`src/rtl/gray_to_bin_seq.sv`:
```
// Sequential Gray-to-binary decoder: accepts one Gray word, resolves it MSB-first
// one bit per clock, and flags consecutive accepted codes more than one bit apart.
module gray_to_bin_seq #(
  parameter int WIDTH = 4
) (
  input  logic             clk,
  input  logic             rst,
  input  logic [WIDTH-1:0] gray_in,
  input  logic             in_valid,
  output logic             in_ready,
  output logic [WIDTH-1:0] bin_out,
  output logic             step_err,
  output logic             out_valid,
  input  logic             out_ready
);

  localparam int IDX_W = (WIDTH > 2) ? $clog2(WIDTH) : 1;

  typedef enum logic [1:0] {IDLE, CONV, DONE} state_t;

  state_t           state, state_n;
  logic [WIDTH-1:0] g_reg, g_reg_n;
  logic [WIDTH-1:0] bin_reg, bin_n;
  logic [WIDTH-1:0] prev_gray, prev_gray_n;
  logic [IDX_W-1:0] idx, idx_n;
  logic             have_prev, have_prev_n;
  logic             err_reg, err_n;
  logic [WIDTH:0]   bin_ext;

  // A zero above the MSB makes the first resolved bit a plain copy of the Gray MSB.
  assign bin_ext = {1'b0, bin_reg};

  // NOTE: every variable gets its hold value first so no path leaves it unassigned (no latch).
  always_comb begin
    state_n     = state;
    g_reg_n     = g_reg;
    bin_n       = bin_reg;
    prev_gray_n = prev_gray;
    idx_n       = idx;
    have_prev_n = have_prev;
    err_n       = err_reg;
    case (state)
      IDLE: begin
        if (in_valid) begin
          g_reg_n     = gray_in;
          idx_n       = IDX_W'(WIDTH - 1);
          bin_n       = '0;
          err_n       = have_prev && ($countones(gray_in ^ prev_gray) > 1);
          prev_gray_n = gray_in;
          have_prev_n = 1'b1;
          state_n     = CONV;
        end
      end
      CONV: begin
        for (int i = 0; i < WIDTH; i++) begin
          if (i == int'(idx)) bin_n[i] = g_reg[i] ^ bin_ext[i+1];
        end
        if (idx == '0) state_n = DONE;
        else           idx_n   = idx - IDX_W'(1);
      end
      DONE: begin
        if (out_ready) state_n = IDLE;
      end
      default: state_n = IDLE;
    endcase
  end

  // NOTE: sequential state uses non-blocking assignments so all registers update together.
  always_ff @(posedge clk) begin
    if (rst) begin
      state     <= IDLE;
      g_reg     <= '0;
      bin_reg   <= '0;
      prev_gray <= '0;
      idx       <= '0;
      have_prev <= 1'b0;
      err_reg   <= 1'b0;
    end else begin
      state     <= state_n;
      g_reg     <= g_reg_n;
      bin_reg   <= bin_n;
      prev_gray <= prev_gray_n;
      idx       <= idx_n;
      have_prev <= have_prev_n;
      err_reg   <= err_n;
    end
  end

  assign in_ready  = (state == IDLE);
  assign out_valid = (state == DONE);
  assign bin_out   = bin_reg;
  assign step_err  = err_reg;

endmodule

```
`config.mk`:
```
export PLATFORM = sky130hd
export DESIGN_NAME = gray_to_bin_seq
export DESIGN_NICKNAME = d
export VERILOG_FILES = /design/src/rtl/gray_to_bin_seq.sv
export SDC_FILE = /design/constraint.sdc
export NUM_CORES = 1
export LEC_CHECK = 0
export CAP_MARGIN = 20
export CORE_MARGIN = 4
export CORE_UTILIZATION = 48
export CTS_CLUSTER_SIZE = 10
export DETAILED_ROUTE_END_ITERATION = 16
export GPL_ROUTABILITY_DRIVEN = 0
export PLACE_DENSITY = 0.82
export SLEW_MARGIN = 20
export SYNTH_ARGS = -nofsm -noshare
export SYNTH_HDL_FRONTEND = slang
export SYNTH_SLANG_ARGS = --single-unit
```
`constraint.sdc`:
```
create_clock -name clk -period 1.7 [get_ports clk]
set_input_delay 0.255 -clock clk [delete_from_list [all_inputs] [get_ports clk]]
set_output_delay 0.255 -clock clk [all_outputs]
set_load 0.005 [all_outputs]
```
* Word-level counts from Yosys, hierarchy flattened
Cells that the tools add are included.
** Word-level totals
- Output and inout bits :: 7
- Logic and storage cells :: 56
- Memory bits (writable) :: 0
- Flip-flop bits (word level) :: 14
- Memories :: 0
- Latch bits :: 0
- Bits of input ports :: 8
- Bits in read-only memories :: 0
** Cells by class
- Eq/ne operators :: 13
- Add/subtract/negate cells :: 4
- Shift-type cells :: 0
- Div/mod/pow operators :: 0
- Reduce and logical (&&, ||, !) cells :: 12
- Multiply operators :: 0
- Bitwise operators :: 4
- Magnitude comparators :: 1
- Multiplexer cells :: 13
** Operators by type and width (number)
- $reduce_and A3 Y1 :: 6
- $ne A2 B2 Y1 const B :: 7
- $mux W2 :: 5
- $pmux W4 S2 :: 1
- $logic_not A2 Y1 :: 3
- $pmux W2 S3 :: 1
- $add A1 B1 Y2 :: 2
- $eq A2 B2 Y1 const A :: 2
- $mux W1 :: 4
- $mux W4 :: 1
- $pmux W2 S2 :: 1
- $xor A4 B4 Y4 :: 1
- $add A2 B2 Y3 :: 1
- $gt A3 B1 Y1 const B :: 1
- $xor A1 B1 Y1 :: 3
- $eq A1 B2 Y1 const A :: 1
- $eq A2 B1 Y1 const B :: 1
- $eq A2 B2 Y1 const B :: 1
- $ne A2 B1 Y1 const B :: 1
- $reduce_and A2 Y1 :: 1
- $reduce_bool A2 Y1 :: 1
- $sub A2 B1 Y2 const B :: 1
- $logic_and A1 B1 Y1 :: 1

* Logic depth before layout (Yosys ltp)
- Depth in word-level cells :: 5
- Mapped depth :: 5
- Gate-level depth less buffers :: 5

* Least setup slack after synthesis
No wires, ideal clock.
- Path kind :: reg2reg
- Start :: register prev_gray[1]
- End :: register err_reg (netlist: step_err)
- Stages on the path, launching flop included :: 6
- Buffers on the path :: 0
- Period minus slack after synthesis :: 1.349 ns
- Data arrival time :: 1.279 ns
- Data required time :: 1.630 ns
- Slack :: 0.351 ns
- Library setup time :: 0.070 ns
- Path through :: dfxtp_1 > xnor2_1 > fa_1 > nor3b_1 > nand3_1 > o21ai_1
** Between the ends
- Longest elaborated chain between the ends :: 5
** Ends and longest elaborated chain
- from (decl) :: RTL line 24 : logic [WIDTH-1:0] prev_gray, prev_gray_n;
- from (signal assigned) :: RTL line 82 : prev_gray <= prev_gray_n;
- $xor A4 B4 Y4 :: RTL line 48 : err_n = have_prev && ($countones(gray_in ^ prev_gray) > 1);
- $add A1 B1 Y2 (not written as such) :: RTL line 48
- $add A2 B2 Y3 (not written as such) :: RTL line 48
- $gt A3 B1 Y1 :: RTL line 48
- $logic_and A1 B1 Y1 :: RTL line 48
- to (signal assigned) :: RTL line 85 : err_reg <= err_n;
- to (decl) :: RTL line 27 : logic err_reg, err_n;
No other way between the ends.
A chain may end at the register's enable or synchronous reset.

* Worst setup path in the final report
- Start :: register state[1]
- End :: output port out_valid
** Between the ends
- Longest elaborated chain between the ends :: 1
** Ends and longest elaborated chain
- from (decl) :: RTL line 21 : state_t state, state_n;
- from (signal assigned) :: RTL line 79 : state <= state_n;
- $eq A2 B2 Y1 :: RTL line 90 : assign out_valid = (state == DONE);
- to (decl) :: RTL line 13 : output logic out_valid,
No other way between the ends.

==> impl_metrics.env <==
export IMPL_post_drt_via_cell_ratio=5.28
export IMPL_ant_nets=0
export IMPL_dpl_cell_count=102
export IMPL_cp_slowest_cell="clkdlybuf4s50_1"
export IMPL_p_leak_nw=0.388
export IMPL_final_area_um2=946
export IMPL_start_util_pct=54.0
export IMPL_slew_violations=0
export IMPL_place_ws_ps=-129
export IMPL_drtIter0Drc=3
export IMPL_grt_max_degree=12
export IMPL_setup_tns_ps=0
export IMPL_synth_seq_cells=14
export IMPL_crit_buf_inv=1
export IMPL_ys_top_cells_by_area="dfxtp_1 (38%), mux2i_1 (8.0%), ha_1 (6.7%), xnor2_1 (5.9%), nor2_1 (5.5%)"
export IMPL_rsz0062_at_grt="no"
export IMPL_p_per_area_nw_per_um2=841
export IMPL_drtPass1Iterations=4
export IMPL_die_y_um=47.5
export IMPL_io_buffers=14
export IMPL_grt_overflow=0
export IMPL_antenna_found_initial=0
export IMPL_syn2layout_area_growth_pct=26.6
export IMPL_critPathLaunchType="flip-flop"
export IMPL_yosys_warnings=0
export IMPL_drive_above_1_share_pct=17.6
export IMPL_hold_buffers=0
export IMPL_hold_viol=0
export IMPL_cts_buffers=3
export IMPL_path_depth=2
export IMPL_ys_types=26
export IMPL_ir_worst_vdd_uv=544
export IMPL_cp_slowest_stage_delay_ps=520
export IMPL_finClkSkew_ps=8.95
export IMPL_core_area_um2=1380
export IMPL_crit_end="out_valid"
export IMPL_critPathLaunch="state[1]"
export IMPL_path_clk_slew_ps=90
export IMPL_avgSynthCellArea_um2=10.2
export IMPL_clock_fmax_ghz=0.608
export IMPL_worstSetupPathType="reg2out"
export IMPL_reg2reg_depth=5
export IMPL_synth_fp_nets=86
export IMPL_grt_pass1_vias=525
export IMPL_remaining_drc_errors=0
export IMPL_place_area_um2=902
export IMPL_track_usage_pct=14.2
export IMPL_fin_hold_ws_ps=480
export IMPL_path_cells="nor2b_2, clkdlybuf4s50_1"
export IMPL_outcome="complete, no violations"
export IMPL_yosys_top_cells_count="dfxtp_1 (14), nor2_1 (11), mux2i_1 (6), inv_1 (5), xnor2_1 (5)"
export IMPL_crit_family="buffers and inverters"
export IMPL_hold_class="reg2reg"
export IMPL_synth_most_common_cell="dfxtp_1"
export IMPL_regToRegEndpoint="step_err"
export IMPL_ios=15
export IMPL_worstPathArrival_ps=1390
export IMPL_r2r_start="prev_gray[0]"
export IMPL_hp_start="bin_out[0]"
export IMPL_slew_headroom_pct=77.7
export IMPL_critPathRequiredTime_ps=1440
export IMPL_ys_flop_type="dfxtp_1"
export IMPL_period_share_pct=96.7
export IMPL_antennaDiodeCount=0
export IMPL_cts_tree="done"
export IMPL_drt_wl_total_um=1340
export IMPL_place_hpwl_um=1030
export IMPL_total_power_uw=795
export IMPL_die_w_um=47.5
export IMPL_rows=13
export IMPL_cts_sinks=14
export IMPL_final_min_clock_period_ps=1640
export IMPL_worst_pin_slew_ps=334
export IMPL_setup_worst_path_end_class="output port"
export IMPL_synth_top_area_share_pct=37.5
export IMPL_cts_root_buf="clkbuf_4"
export IMPL_maxCapViolations=0
export IMPL_synthCells=73
export IMPL_critPathMaxFanout=9
export IMPL_synth_edf_count=0
export IMPL_layout_nets=105
export IMPL_post_drt_wl_per_cell_um=12.6
export IMPL_clockBufferDepth=2
export IMPL_vias=560
export IMPL_seq_area_frac_synth_pct=37.5
export IMPL_cts_htree_levels=1
export IMPL_fin_util_pct=68.4
export IMPL_worstSkewPairLatency_ps=280
export IMPL_die_area_um2=2250
export IMPL_syn_area_um2=747
export IMPL_grt_pass1_wl_um=2200
export IMPL_cts_setup_buffers=0
export IMPL_setup_ws_ps=55.9
export IMPL_yosysTopAreaCell="dfxtp_1"
export IMPL_finalNonFillerCells=106
export IMPL_r2r_slack_ps=250
export IMPL_synthArstFlopShare_pct=0
export IMPL_finalSetupViolations=0
## state kept, by name, summed over array words and instances, names as in the netlist
name,count
bin_out,4
state,2
idx,2
step_err,1
prev_gray,4
have_prev,1
## kinds of logic (layout without fill, tap and decap cells)
kind of cell | after synthesis | count (layout) | synth area share, %
buffers and inverters | 8 | 26 | 6.03
adders and majority gates | 5 | 5 | 9.38
AOI/OAI and AO/OA | 11 | 11 | 13.4
DFF | 14 | 14 | 37.5
xor gates and xnor gates | 7 | 7 | 8.21
and+or+nand+nor | 22 | 22 | 17.4
muxes | 6 | 6 | 8.04
## power breakdown
| group | total, mW | switching (mW) | internal [mW] |
|---|---|---|---|
| combinational | 0.179 | 0.0838 | 0.0952 |
| sequential | 0.380 | 0.0273 | 0.353 |
| clock | 0.236 | 0.106 | 0.130 |
## metal layers
metal  routed length (um)  GRT usage, %  up-vias
met5                    0             0        -
met4                   20          8.29        0
met3                   49          3.38        4
met2                  634          23.5        7
met1                  632          16.5      264
li1                     -             -      285
## how the worst min path moves through the flow
stage,to,slack [ps],depth (start not counted)
floorplan,bin_out[1],320,1
global placement,bin_out[0],460,2
detailed placement,bin_out[0],470,2
CTS,bin_out[0],480,2
global route,bin_out[0],500,2
finish,bin_out[0],480,2
## worst min-delay path, stage by stage (launching register included)
cell and delay [ps]:
dfxtp_1 320, o21ai_0 70, a21oi_1 60
## layout by cell type (no fill, tap or decap), types with 3 or more instances in the layout
master and n:
ha_1 4, clkdlybuf4s50_1 14, mux2i_1 6, xnor2_1 5, dfxtp_1 12, clkbuf_4 3
inv_1 5, buf_4 3, nor2_1 11
## layout make-up
cell class                      instances  area (um^2)
Clock buffer                            4         36.3
Tap cell                               15         18.8
Timing Repair Buffer                   17          163
Inverter                                5         18.8
Fill cell                             119          437
Multi-Input combinational cell         51          424
Sequential cell                        14          285
## repair_timing
item	4_1_cts	5_1_grt
hold endpoints to repair	0	0
resized for setup	1	3
setup endpoints to repair	1	1
Power figures use the tool's default switching activity.
==> RTL edit (same flow settings) <==
Reset style: asynchronous (`rst`), changed in one clocked block.
--- a/src/rtl/gray_to_bin_seq.sv
+++ b/src/rtl/gray_to_bin_seq.sv
@@ -67,5 +67,5 @@
 
   // NOTE: sequential state uses non-blocking assignments so all registers update together.
-  always_ff @(posedge clk) begin
+  always_ff @(posedge clk or posedge rst) begin
     if (rst) begin
       state     <= IDLE;
Function: differs if rst is asserted again (counterexample within 4 cycles, from zero or initial values and one cycle with rst high); with rst held inactive, the same outputs for 10 cycles.
==> RTL edit against the original RTL <==
  * Critical path depth stayed put
  * Final cell count fell by 4.7%
  * Area after synthesis shrank 2.2%
  * Cell area decreased by 2.6%
  * Critical endpoint unchanged
  * Worst setup slack improved by 7.2 ps
  * Routed wire length grew 1.6%
  * Sequential cell count is the same
Power is not compared: it rests on default switching activity, and its combinational part moved more than twofold at a synthesized area within 25%.
==> RTL edit: results (changes against the original RTL) <==
stage	metric	value	unit	change
status	status	finished clean		unchanged
pwr	Static Leak	0.428	nW	
cts	Max Root-Sink Buffers	2		unchanged
final_layout	# diodes	0		unchanged
routing	DR vias	537		was 560
cts	Clock Latency Late Sink	280	ps	about the same
critical_path	worst-path fanout max	7		was 9
critical_path	worst reg2reg path endpoint	step_err$_DFFE_PP0P_		was step_err$_SDFFE_PP0P_
cts	root buffer cell	clkbuf_4		unchanged
placed_design	Place WS	-58.3	ps	was -129 ps
final_layout	Final #Nets	101		was 105
logic_synthesis	Post-synth ARST share	100	%	was 0%
pwr	VDD IR max	0.908	mV	
timing	Setup Skew	4.05	ps	was 8.95 ps
timing	Setup WS post-layout	63.0	ps	was 55.9 ps
logic_synthesis	synth warn	0		unchanged
critical_path	CP arrival	1380	ps	
logic_synthesis	Avg Cell Area, Syn	10.7	µm²	was 10.2 µm²
grt	vias in the first global route	537		was 525
placed_design	DP Wirelength	1.05	mm	was 1.03 mm
critical_path	r2r startpoint	state[1]$_DFFE_PP0P_		was prev_gray[0]$_SDFFE_PP0P_
routing	Avg WL per Cell	13.4	µm	was 12.6 µm
placed_design	number of port buffers	14		unchanged
final_layout	layout cells sized above 1	14.0	%	was 17.6%
final_layout	fillers	106		was 119
logic_synthesis	Post-Syn Nets	81		was 86
cts	Clock transition at path regs	80	ps	
timing	Slew HR	64.5	%	was 77.7%
critical_path	FF-to-FF path depth	3		was 5
grt	met1 Use GR	18.1	%	was 16.5%
hold_path	worst min path class	input port to asynchronous set/reset pin		was register to register
routing	1st-iter DRT viols	20		was 3
critical_path	slowest CP cell	clkdlybuf4s50_1		unchanged
grt	GRT met2 Usage	24.7	%	was 23.5%
logic_synthesis	Yosys cell types	22		was 26
grt	M3 GR Usage	2.30	%	was 3.38%
critical_path	slack of the worst reg-to-reg path	200	ps	was 250 ps
logic_synthesis	EDFF count, synth	0		unchanged
grt	first-pass GRT wire length	2.28	mm	was 2.20 mm
grt	largest net degree at the start of global routing	15		was 12
critical_path	crit path launch type	register		unchanged
routing	post-DR vias/cell	5.32		was 5.28
logic_synthesis	sequential element share of the synthesized area	47.9	%	was 37.5%
pwr	Switch Pwr	0.000580	W	
critical_path	largest incremental delay on the critical path	510	ps	
cts	htree depth	1		unchanged
grt	GRT Total Usage	15.3	%	was 14.2%
placed_design	Placed Instances	97		was 102
logic_synthesis	top cells by count, synth	14 x dfrtp_1, 14 x nand2_1, 5 x xnor2_1		was 14 x dfxtp_1, 11 x nor2_1, 6 x mux2i_1, 5 x inv_1, 5 x xnor2_1
placed_design	post-placement cell area	886	µm²	was 902 µm²
cts	clock buffer count from CTS	3		unchanged
critical_path	Top delay family on crit path	buffers and inverters		unchanged
logic_synthesis	Synth area leaders	dfrtp_1 48%, nand2_1 7.2%, ha_1 6.8%		was dfxtp_1 38%, mux2i_1 8.0%, ha_1 6.7%
critical_path	CP startpoint	state[0]$_DFFE_PP0P_		was state[1]$_SDFFE_PP0P_
grt	antenna violations before repair	0		unchanged
==> RTL edit: changes by cell type after synthesis, sizes merged, moves of 2 or more <==
cell,unedited run,this run
nand2,0,14
nor2,12,2
a32o,0,3
nand2b,0,2
dfrtp,0,14
and3b,2,0
a21oi,2,4
mux2i,6,0
dfxtp,14,0
a2111oi,3,0
==> RTL edit: worst max-delay path by stage <==
stage	end	cells after the start
floorplan	step_err$_DFFE_PP0P_	4
global placement	step_err$_DFFE_PP0P_	5
detailed placement	step_err$_DFFE_PP0P_	5
CTS	out_valid	2
global route	out_valid	2
finish	out_valid	2
==> RTL edit: per-layer routing <==
layer | routed length, µm | vias up
met5 | 0 | -
met4 | 34 | 0
met3 | 80 | 4
met2 | 629 | 20
met1 | 613 | 251
li1 | - | 262
==> RTL edit: cells by family after synthesis <==
logic type | count (synthesis) | share of synthesized area [%]
buf+inv | 5 | 3.60
compound gates | 11 | 11.5
fa+ha+maj | 5 | 9.59
flops | 14 | 47.9
simple gates | 26 | 19.0
xor+xnor | 7 | 8.39
==> RTL edit: through the flow <==
step	utilization [%]	hold slack, ps
4_1_cts	66.6	334
3_3_place_gp	64.8	427
5_1_grt	67.4	378
6_report	67.4	312
3_5_place_dp	64.8	449
2_1_floorplan	-	144
==> RTL edit: area by class of cell <==
class / instances / area share, %
sequential: 14 / 38.3
multi-input combinational: 49 / 38.7
timing repair buffer: 16 / 16.8
tap: 15 / 2.04
clock buffer: 3 / 2.45
inverter: 4 / 1.63
==> RTL edit: power groups by stage <==
| stage | sequential [W] | combinational (W) | clock, W |
|---|---|---|---|
| after floorplan | 0.000596 | 0.000512 | 0 |
| after global placement | 0.000611 | 0.000711 | 0 |
| after detailed placement | 0.000619 | 0.000741 | 0 |
| after CTS | 0.000613 | 0.000743 | 0.000191 |
| after global routing | 0.000629 | 0.000859 | 0.000208 |
| final | 0.000607 | 0.000764 | 0.000182 |
==> RTL edit: what timing repair did <==
item | CTS | global route
buffers inserted | 0 | 1
hold buffers | 0 | 0
endpoints found under the setup margin | 1 | 1
gates resized for setup | 1 | 2
